==> config.mk <==
export PLATFORM = sky130hd
export DESIGN_NAME = ifetch_unit
export DESIGN_NICKNAME = d
export VERILOG_FILES = /design/src/rtl/ifetch_unit.sv
export SDC_FILE = /design/constraint.sdc
export NUM_CORES = 1
export LEC_CHECK = 0
export ABC_AREA = 1
export CAP_MARGIN = 20
export CORE_MARGIN = 4
export CORE_UTILIZATION = 50
export CTS_CLUSTER_DIAMETER = 100
export DETAILED_ROUTE_END_ITERATION = 6
export PLACE_DENSITY = 0.77
export SYNTH_ARGS = -nofsm -noshare
export SYNTH_HDL_FRONTEND = slang
export SYNTH_SLANG_ARGS = --single-unit
==> constraint.sdc <==
create_clock -name clk -period 11.01 [get_ports clk]
set_input_delay 3.303 -clock clk [delete_from_list [all_inputs] [get_ports clk]]
set_output_delay 3.303 -clock clk [all_outputs]
set_load 0.01 [all_outputs]
==> src/rtl/ifetch_unit.sv <==
// ---------------------------------------------------------------------------
// ifetch_unit
//
// Instruction fetch stage. Holds the program counter, drives the word address
// into a combinational instruction memory, buffers each returned word tagged
// with its byte PC in a small FIFO, and hands entries to decode over a
// valid/ready handshake. Downstream redirects reload the PC and flush the
// FIFO; fetching stops when the halt sentinel word is read.
//
// Ports:
//   clk            in   1   rising-edge clock
//   rst_n          in   1   asynchronous, active-low reset
//   imem_a         out  6   word address to instruction memory (pc[7:2])
//   imem_rd        in  32   instruction word for imem_a, same cycle
//   out_valid      out  1   FIFO head valid
//   out_ready      in   1   decode accepts the head entry
//   out_instr      out 32   head instruction (0 while empty)
//   out_pc         out 32   byte PC of head instruction (0 while empty)
//   redirect_valid in   1   load redirect_pc and flush the FIFO
//   redirect_pc    in  32   redirect target byte address
//   halted         out  1   fetch stopped on HALT_WORD
//   misalign_err   out  1   sticky: a redirect target had nonzero bits [1:0]
//   fetch_cnt      out 32   words pushed into the FIFO, wraps mod 2^32
// ---------------------------------------------------------------------------
module ifetch_unit #(
    parameter logic [31:0] RESET_PC  = 32'h0000_0000,
    parameter int          DEPTH     = 2,
    parameter logic [31:0] HALT_WORD = 32'hFFFF_FFFF
) (
    input  logic        clk,
    input  logic        rst_n,
    output logic [5:0]  imem_a,
    input  logic [31:0] imem_rd,
    output logic        out_valid,
    input  logic        out_ready,
    output logic [31:0] out_instr,
    output logic [31:0] out_pc,
    input  logic        redirect_valid,
    input  logic [31:0] redirect_pc,
    output logic        halted,
    output logic        misalign_err,
    output logic [31:0] fetch_cnt
);

    localparam int PTR_W = $clog2(DEPTH);
    localparam int CNT_W = PTR_W + 1;
    localparam logic [CNT_W-1:0] DEPTH_CNT = CNT_W'(DEPTH);

    typedef enum logic {
        RUN  = 1'b0,
        HALT = 1'b1
    } state_t;

    state_t             state;
    state_t             state_next;
    logic [31:0]        pc;
    logic [PTR_W-1:0]   rd_ptr;
    logic [PTR_W-1:0]   wr_ptr;
    logic [CNT_W-1:0]   count;
    logic [31:0]        mem_instr [DEPTH];
    logic [31:0]        mem_pc    [DEPTH];

    logic pop;
    logic fetch_slot;
    logic halt_hit;
    logic push;

    // A redirect cancels both sides of the FIFO for this edge. A full FIFO
    // still accepts a word when the head leaves in the same cycle.
    always_comb begin
        pop        = out_valid & out_ready & ~redirect_valid;
        fetch_slot = ~redirect_valid & (state == RUN) & ((count < DEPTH_CNT) | pop);
        halt_hit   = fetch_slot & (imem_rd == HALT_WORD);
        push       = fetch_slot & (imem_rd != HALT_WORD);
    end

    // NOTE: next-state logic assigns its default first so no path leaves
    // state_next unassigned, which would otherwise infer a latch.
    always_comb begin
        state_next = state;
        if (redirect_valid) begin
            state_next = RUN;
        end else if (halt_hit) begin
            state_next = HALT;
        end
    end

    // NOTE: sequential state uses non-blocking assignments so every register
    // samples pre-edge values regardless of block ordering.
    always_ff @(posedge clk or negedge rst_n) begin
        if (!rst_n) begin
            state <= RUN;
        end else begin
            state <= state_next;
        end
    end

    always_ff @(posedge clk or negedge rst_n) begin
        if (!rst_n) begin
            pc           <= RESET_PC;
            rd_ptr       <= '0;
            wr_ptr       <= '0;
            count        <= '0;
            misalign_err <= 1'b0;
            fetch_cnt    <= '0;
        end else if (redirect_valid) begin
            pc     <= {redirect_pc[31:2], 2'b00};
            rd_ptr <= '0;
            wr_ptr <= '0;
            count  <= '0;
            if (redirect_pc[1:0] != 2'b00) begin
                misalign_err <= 1'b1;
            end
        end else begin
            if (push) begin
                wr_ptr    <= wr_ptr + 1'b1;
                pc        <= pc + 32'd4;
                fetch_cnt <= fetch_cnt + 32'd1;
            end
            if (pop) begin
                rd_ptr <= rd_ptr + 1'b1;
            end
            if (push && !pop) begin
                count <= count + 1'b1;
            end else if (pop && !push) begin
                count <= count - 1'b1;
            end
        end
    end

    // NOTE: FIFO storage has no reset; its contents are never observed until
    // written, because the outputs are masked to zero while count is 0.
    always_ff @(posedge clk) begin
        if (push) begin
            mem_instr[wr_ptr] <= imem_rd;
            mem_pc[wr_ptr]    <= pc;
        end
    end

    always_comb begin
        imem_a    = pc[7:2];
        halted    = (state == HALT);
        out_valid = (count != '0);
        out_instr = out_valid ? mem_instr[rd_ptr] : 32'h0;
        out_pc    = out_valid ? mem_pc[rd_ptr]    : 32'h0;
    end

endmodule

* Word-level counts from Yosys, hierarchy flattened
Memories as Yosys holds them, arrays and structs flattened.
Index checks and enable logic that the tools add are counted.
W data, S select, Z words.
** Word-level totals
- Input port bits :: 68
- Bits in registers :: 70
- Bits in writable memories :: 128
- Memories kept :: 2
- Word-level logic and storage cells :: 54
- Output and inout port bits :: 105
** Cells by class
- Bitwise logic cells :: 9
- Reduce and logical (&&, ||, !) cells :: 12
- Equal/unequal tests :: 2
- Multiplexer cells :: 15
- $lt $le $gt $ge :: 1
- Add/subtract/negate cells :: 6
** Memories
- mem_instr :: words 2, bits a word 32, read ports 1, clocked after Yosys merged registers in 0, write ports 1, line 60 : logic [31:0] mem_instr [DEPTH];
- mem_pc :: words 2, bits a word 32, read ports 1, clocked after Yosys merged registers in 0, write ports 1, line 61 : logic [31:0] mem_pc [DEPTH];
** Operator list (number)
- $mux W32 :: 4
- $add A32 B1 Y32 const B :: 1
- $add A32 B3 Y32 const B :: 1
- $eq A32 B32 Y1 const B :: 1
- $ne A32 B32 Y1 const B :: 1
- $reduce_bool A2 Y1 :: 5
- $mux W1 :: 8
- $and A1 B1 Y1 :: 6
- $mux W2 :: 3
- $reduce_and A2 Y1 :: 2
- $reduce_bool A3 Y1 :: 1
- $add A1 B1 Y1 const B :: 2
- $add A2 B1 Y2 const B :: 1
- $logic_and A1 B1 Y1 :: 2
- $logic_not A1 Y1 :: 2
- $lt A2 B2 Y1 const B :: 1
- $not A1 Y1 :: 2
- $sub A2 B1 Y2 const B :: 1
- $or A1 B1 Y1 :: 1

* Depth between registers and ports, before layout
Gate-level depths: netlist of the first run.
- Depth after elaboration :: 11
- Gate-level depth with buffers :: 11
- Depth with buffers taken out :: 10

* Least setup slack after synthesis of the first run
Ideal clock, no wire load.
- Kind :: input -> register
- From :: input redirect_valid
- To :: memory mem_instr[0][0], enable pin
- Setup slack :: 3.915 ns
- Cell stages on the path :: 5
- Data required time :: 10.526 ns
- Path buffers :: 2
- Arrival :: 6.611 ns
- Cell sequence :: buf_2 nor3_4 nand2_4 buf_6 nor2_1
** Between the ends
- Longest elaborated chain between the ends :: 7
- Elaborated cells between the ends (all ways) :: 8
- Those cells by class :: 2 x mux; 6 x bitwise
** Ends and longest elaborated chain
- start: declaration :: line 38 : input logic redirect_valid,
- $not A1 Y1 (no source line) *
- $and A1 B1 Y1 :: line 71 : pop = out_valid & out_ready & ~redirect_valid;
- $or A1 B1 Y1 :: line 72 : fetch_slot = ~redirect_valid & (state == RUN) & ((count < DEPTH_CNT) | pop);
- $and A1 B1 Y1 * :: line 72
- $and A1 B1 Y1 * :: line 74 : push = fetch_slot & (imem_rd != HALT_WORD);
- $mux W1 * :: line 134 : if (push) begin
- $mux W1 (not written as such) * :: line 135 : mem_instr[wr_ptr] <= imem_rd;
- end: declaration :: line 60
Every way passes the cells marked *; elsewhere a longest branch is shown, timed or not.

* Worst setup path in the final report of the first run
- From :: register rd_ptr
- To :: output out_pc[4]
** Between the ends
- Longest elaborated chain between the ends :: 2
** Ends and longest elaborated chain
- start: declaration :: line 57 : logic [PTR_W-1:0] rd_ptr;
- start signal: assignment :: line 121 : rd_ptr <= rd_ptr + 1'b1;
- $mem_v2 Z2 W32
- $mux W32 :: line 145 : out_pc = out_valid ? mem_pc[rd_ptr] : 32'h0;
- end: declaration :: line 37 : output logic [31:0] out_pc,
Every way passes these cells.

==> results of run 1 <==
## flip-flops by register name, summed over array words and instances (netlist names)
register      count
halted            1
count             2
pc               30
rd_ptr            1
mem_pc           60
mem_instr        64
fetch_cnt        32
misalign_err      1
wr_ptr            1
## cells in the mapped netlist (all sizes together)
master | count | area share
xor2 | 23 | 0.022
o21ai | 23 | 0.013
dfrtp | 68 | 0.19
ha | 2 | 0.0027
nor2 | 108 | 0.048
edfxtp | 124 | 0.41
xnor2 | 11 | 0.011
clkbuf | 22 | 0.0090
nand3 | 55 | 0.031
o31ai | 1 | 0.00082
a21oi | 64 | 0.035
nand4 | 11 | 0.0075
nor3b | 1 | 0.00082
nand3b | 4 | 0.0033
inv | 49 | 0.021
o21bai | 4 | 0.0033
conb | 1 | 0.00041
nand2 | 421 | 0.18
a21o | 1 | 0.00082
buf | 20 | 0.016
a21boi | 1 | 0.00082
nor3 | 14 | 0.0089
## routing by layer
layer | global-route usage | up-vias | wire [um]
met3 | 0.0496 | 30 | 1580
met5 | 0 | - | 12
met4 | 0.0649 | 2 | 357
met1 | 0.301 | 3514 | 9570
li1 | - | 3674 | -
met2 | 0.392 | 239 | 11700
## how the worst max path moves through the flow
| stage | startpoint | end | slack, ps | cells after the start |
|---|---|---|---|---|
| floorplan | redirect_valid | mem_instr[0][0]$_DFFE_PP_ | 3920 | 5 |
| global placement | redirect_valid | mem_pc[0][30]$_DFFE_PP_ | 5000 | 6 |
| detailed placement | redirect_valid | mem_pc[0][30]$_DFFE_PP_ | 4940 | 6 |
| CTS | rd_ptr$_DFFE_PN0P_ | out_pc[4] | 5030 | 4 |
| global route | rd_ptr$_DFFE_PN0P_ | out_pc[4] | 5180 | 4 |
| finish | rd_ptr$_DFFE_PN0P_ | out_pc[4] | 5290 | 4 |
## power by group
group | internal (W) | leakage [nW] | switching [W]
clock network | 0.000328 | 0.297 | 0.000296
logic | 0.000353 | 2.25 | 0.000424
registers | 0.000933 | 2.00 | 0.000129
## cell usage in the layout, fill, tap and decap left out, drive strengths merged, types with 3 or more instances in the layout
master,instances
inv,57
nor3,14
dfrtp,68
buf,8
o21ai,23
xor2,23
nand3,55
o21bai,4
clkdlybuf4s50,169
nor2,108
xnor2,11
nand4,11
a21oi,64
nand3b,4
edfxtp,124
clkinv,5
diode,3
clkbuf,17
nand2,421
## per-stage QoR
stage / cells / cell area, um^2
final: 1428 / 11600
after global routing: 1426 / 11600
after CTS: 1424 / 11600
after detailed placement: 1392 / 11000
after global placement: 1392 / 11000
after floorplan: 1029 / 9170
## logic make-up after synthesis
family          count (synthesis)
flops                         192
compound gates                 94
other cells                     1
simple gates                  614
xor+xnor                       34
fa+ha+maj                       2
buf+inv                        91
## final cells by class
cell class              count  area, um^2  share of cell area
repair buffers            177        1760               0.151
well taps                 229         287              0.0246
multi-input cells         746        3350               0.288
clock buffers              17         425              0.0366
flip-flops and latches    192        5430               0.466
inverters                  49         189              0.0162
clock inverters            15         186              0.0160
diodes                      3        7.51            0.000645
==> impl_metrics.py, run 1 <==
metrics = {
    "cts": {
        "worstSkewPairLatency_ps": 440,
        "cts_sinks": 192,
        "clockRootBuffer": "clkbuf_16",
        "htreeDepth": 4,
        "cts_inserted_buffers": 17,
        "clk_pin_slew_worst_paths_ps": 70,
        "hold_buffers": 0,
        "cts_tree": "done",
        "cts_resized": 0,
        "cts-root-to-sink-buffers": 2,
        "postCtsSetupBuffers": 0,
    },
    "yosys": {
        "yosys.area_share.simple": 0.274,
        "synth_cell_types": 33,
        "synth_top_family_by_area": "simple AND/OR/NAND/NOR gates",
        "synth_compound_area_frac": 0.0532,
        "synth_warnings": 0,
        "synth.cell_area_mm2": 0.00917,
        "ys_seq_elements": 192,
        "synthAdderAreaFrac": 0.00273,
        "synth_mux_area_frac": 0,
        "syn_area_per_cell_um2": 8.92,
        "netlist_instances": 1028,
        "yosysSeqAreaShare": 0.592,
        "synth_xor_area_frac": 0.0325,
    },
    "route": {
        "wl_um": 23200,
        "wl_per_cell_um": 16.2,
        "drc": 0,
        "first_iter_violations": 460,
        "vias": 7459,
        "postRouteAntennaNets": 0,
        "avgViaCountPerCell": 5.22,
        "drt-pass1-iter-count": 5,
    },
    "critical_path": {
        "path_cells": "buf_4 -> nand2_1 -> a21oi_1 -> clkdlybuf4s50_1",
        "critPathArrivalTime_ps": 2420,
        "reg2reg_depth": 6,
        "r2r-start": "count[1]$_DFFE_PN0P_",
        "path_class": "flop to output pin",
        "start_kind": "flop",
        "crit_path_top_delay_cell": "clkdlybuf4s50_1",
        "r2r_slack_ps": 8450,
        "critPathCaptureType": "output pin",
        "max_stage_delay_ps": 600,
        "path_buf_inv": 2,
        "path_delay_family": "buffers and inverters",
        "cp.required_ps": 7710,
        "reg2reg_to": "mem_pc[0][9]$_DFFE_PP_",
        "worstPathMaxFanout": 63,
    },
    "die": {
        "rows": 49,
        "io_pins": 173,
        "dieWidth_um": 143,
        "initial_utilization": 0.509,
        "core-area_mm2": 0.0180,
        "die_h_um": 143,
        "fp.dieArea_mm2": 0.0206,
    },
    "pwr": {
        "peakVddDrop_v": 0.000130,
        "leakagePower_nw": 4.55,
        "powerDensity_mw_per_mm2": 212,
        "power_w": 0.00246,
    },
    "sta": {
        "drv_slew": 0,
        "finalSetupViolCount": 0,
        "hold_slack_ps": 491,
        "rsz0062_at_grt": "no",
        "worst_pin_slew_ps": 901,
        "fin_crit_sh": 0.520,
        "slew_headroom": 0.399,
        "period_minus_slack_ps": 5720,
        "hold_viol_final": 0,
        "layout_setup_ws_ps": 5290,
        "setup-tns-final_ps": 0,
        "finClkSkew_ps": 7.57,
        "fmax_mhz": 175,
    },
    "cells_and_area": {
        "area_growth_pct": 26.9,
        "n_fill_cell": 1475,
        "nets": 1253,
        "drive_gt1_frac": 0.0510,
        "final_core_util": 0.645,
    },
    "worst_hold_path": {
        "worstHoldStart": "misalign_err$_DFFE_PN0P_",
        "hold_path_class": "flop to flop",
        "hold_end": "misalign_err$_DFFE_PN0P_",
        "whs_path_depth": 1,
    },
    "placement": {
        "dp_slack_ps": 4940,
        "port_buffers": 170,
        "dpl.hpwl_um": 15700,
        "gp_congestion": 0.885,
    },
    "global_route": {
        "grt_pass1_wl_um": 36800,
        "grt_overflow": 0,
        "antenna_found_initial": 2,
        "grt_pass1_vias": 7158,
        "groute.usage.overall": 0.231,
        "grt_max_degree": 69,
    },
    "status": {
        "status": "complete, no violations",
    },
    "job": {
        "cap_violations": 0,
    },
}
Note: power is estimated with default switching activity, not from simulation.
==> inputs of run 2 (changes only) <==
- CORE_UTILIZATION: 50 -> 47
- PLACE_DENSITY: 0.77 -> 0.76
- clock period: 11.01 -> 5 ns (I/O delays scaled with it)
==> run 2 against run 1 <==
Effect of this change:
- flip-flop and latch count is the same
- combinational power grew 120%
- utilization shrank 3.2 points
- die area grew 6.0%
- first-iteration DRC count grew 27%
- highest routed layer unchanged
- final cell count grew 2.2%
- via count grew 0.86%
- non-clock buffer count grew 2
- worst setup slack lost 4300 ps
- power grew 120%
==> impl_metrics.py, run 2 (synthesized netlist as in run 1, its figures left out) <==
metrics = {
    "sta": {
        "worst_pin_slew_ps": 718,
        "slew_headroom": 0.522,
        "finalSetupViolCount": 0,
        "fmax_mhz": 252,
        "hold_viol_final": 0,
        "drv_slew": 0,
        "finClkSkew_ps": 9.49,
        "rsz0062_at_grt": "no",
        "fin_crit_sh": 0.793,
        "period_minus_slack_ps": 3970,
        "setup-tns-final_ps": 0,
        "layout_setup_ws_ps": 1030,
    },
    "cts": {
        "cts_inserted_buffers": 17,
        "hold_buffers": 0,
        "cts_sinks": 192,
        "postCtsSetupBuffers": 0,
        "htreeDepth": 4,
        "clockRootBuffer": "clkbuf_16",
        "clk_pin_slew_worst_paths_ps": 70,
        "cts-root-to-sink-buffers": 2,
        "worstSkewPairLatency_ps": 430,
        "cts_tree": "done",
        "cts_resized": 0,
    },
    "global_route": {
        "grt_pass1_vias": 7595,
        "grt_pass1_wl_um": 38300,
        "groute.usage.overall": 0.220,
        "antenna_found_initial": 2,
        "grt_max_degree": 64,
        "grt_overflow": 0,
    },
    "die": {
        "io_pins": 173,
        "initial_utilization": 0.484,
        "fp.dieArea_mm2": 0.0218,
        "core-area_mm2": 0.0190,
        "dieWidth_um": 148,
        "die_h_um": 148,
        "rows": 50,
    },
    "pwr": {
        "peakVddDrop_v": 0.000262,
        "leakagePower_nw": 4.52,
        "powerDensity_mw_per_mm2": 462,
    },
    "route": {
        "wl_per_cell_um": 16.1,
        "first_iter_violations": 584,
        "drc": 0,
        "postRouteAntennaNets": 0,
        "wl_um": 23500,
        "vias": 7523,
        "drt-pass1-iter-count": 5,
        "avgViaCountPerCell": 5.15,
    },
    "cells_and_area": {
        "largestRegisters": "mem_instr: 64 flops, mem_pc: 60 flops, fetch_cnt: 32 flops",
        "top_register": "mem_instr",
        "layout_commonest_cell": "nand2_1",
        "nets": 1255,
        "area_growth_pct": 27.0,
        "drive_gt1_frac": 0.0526,
        "largest_reg_flops": 64,
        "final_cell_mix": "nand2_1 (416), clkdlybuf4s50_1 (169), edfxtp_1 (124)",
    },
    "critical_path": {
        "cp.required_ps": 3500,
        "path_class": "flop to output pin",
        "critPathArrivalTime_ps": 2470,
        "critPathCaptureType": "output pin",
        "worstPathMaxFanout": 29,
        "start_kind": "flop",
    },
    "status": {
        "status": "complete, no violations",
    },
    "job": {
        "cap_violations": 0,
    },
    "placement": {
        "dp_slack_ps": 856,
        "dpl.hpwl_um": 16500,
        "port_buffers": 170,
        "gp_congestion": 0.920,
    },
    "worst_hold_path": {
        "hold_path_class": "flop to flop",
    },
}
## run 2: changes by cell type in the layout (fill, tap and decap cells not counted), sizes merged
cell	change
buf	+2
clkinv	-3
clkinvlp	+5
diode	-1
inv	-2
## run 2: final timing paths
check	startpoint	end	slack, ps	cells after the start
setup / recovery	rd_ptr$_DFFE_PN0P_	out_pc[2]	1030	5
hold / removal	misalign_err$_DFFE_PN0P_	misalign_err$_DFFE_PN0P_	490	1
setup reg to reg	count[1]$_DFFE_PN0P_	mem_instr[1][1]$_DFFE_PP_	2450	6
hold reg to reg	misalign_err$_DFFE_PN0P_	misalign_err$_DFFE_PN0P_	490	1
max in group asynchronous	rst_n	rd_ptr$_DFFE_PN0P_	2920	2
min in group asynchronous	rst_n	fetch_cnt[29]$_DFFE_PN0P_	1050	1
## run 2: layout make-up
class,count,area [um^2]
Fill cell,1562,7320
Multi-Input combinational cell,746,3350
Sequential cell,192,5430
Inverter,49,189
Timing Repair Buffer,179,1760
Clock inverter,15,151
Antenna cell,2,5.00
Clock buffer,17,425
Tap cell,260,325
## run 2: critical path: stages (launching register included)
cell and delay [ps]:
dfrtp_2 410, inv_2 430, buf_4 340, nand2_1 70
a21oi_1 210, clkdlybuf4s50_1 580
## run 2: power by group
part	total, W	switching, W	internal, W
Combinational	0.00172	0.000938	0.000780
Sequential	0.00233	0.000278	0.00205
Clock	0.00133	0.000626	0.000703
Total	0.00538	0.00184	0.00354
## run 2: layer usage
metal / track usage / vias up / routed length [um]
met5: 0 / - / 13
met1: 0.284 / 3536 / 9830
li1: - / 3672 / -
met4: 0.0746 / 2 / 545
met2: 0.367 / 271 / 11300
met3: 0.0518 / 42 / 1750
## run 2: through the flow
stage | power [W] | hold slack [ps] | util | instances | cell area [um^2]
6_report | 0.00538 | 494 | 0.614 | 1460 | 11600
4_1_cts | 0.00541 | 500 | 0.614 | 1458 | 11600
2_1_floorplan | 0.00318 | 484 | - | 1029 | 9180
3_5_place_dp | 0.00409 | 485 | 0.583 | 1426 | 11100
5_1_grt | 0.00569 | 535 | 0.614 | 1459 | 11600
3_3_place_gp | 0.00404 | 460 | 0.583 | 1426 | 11100
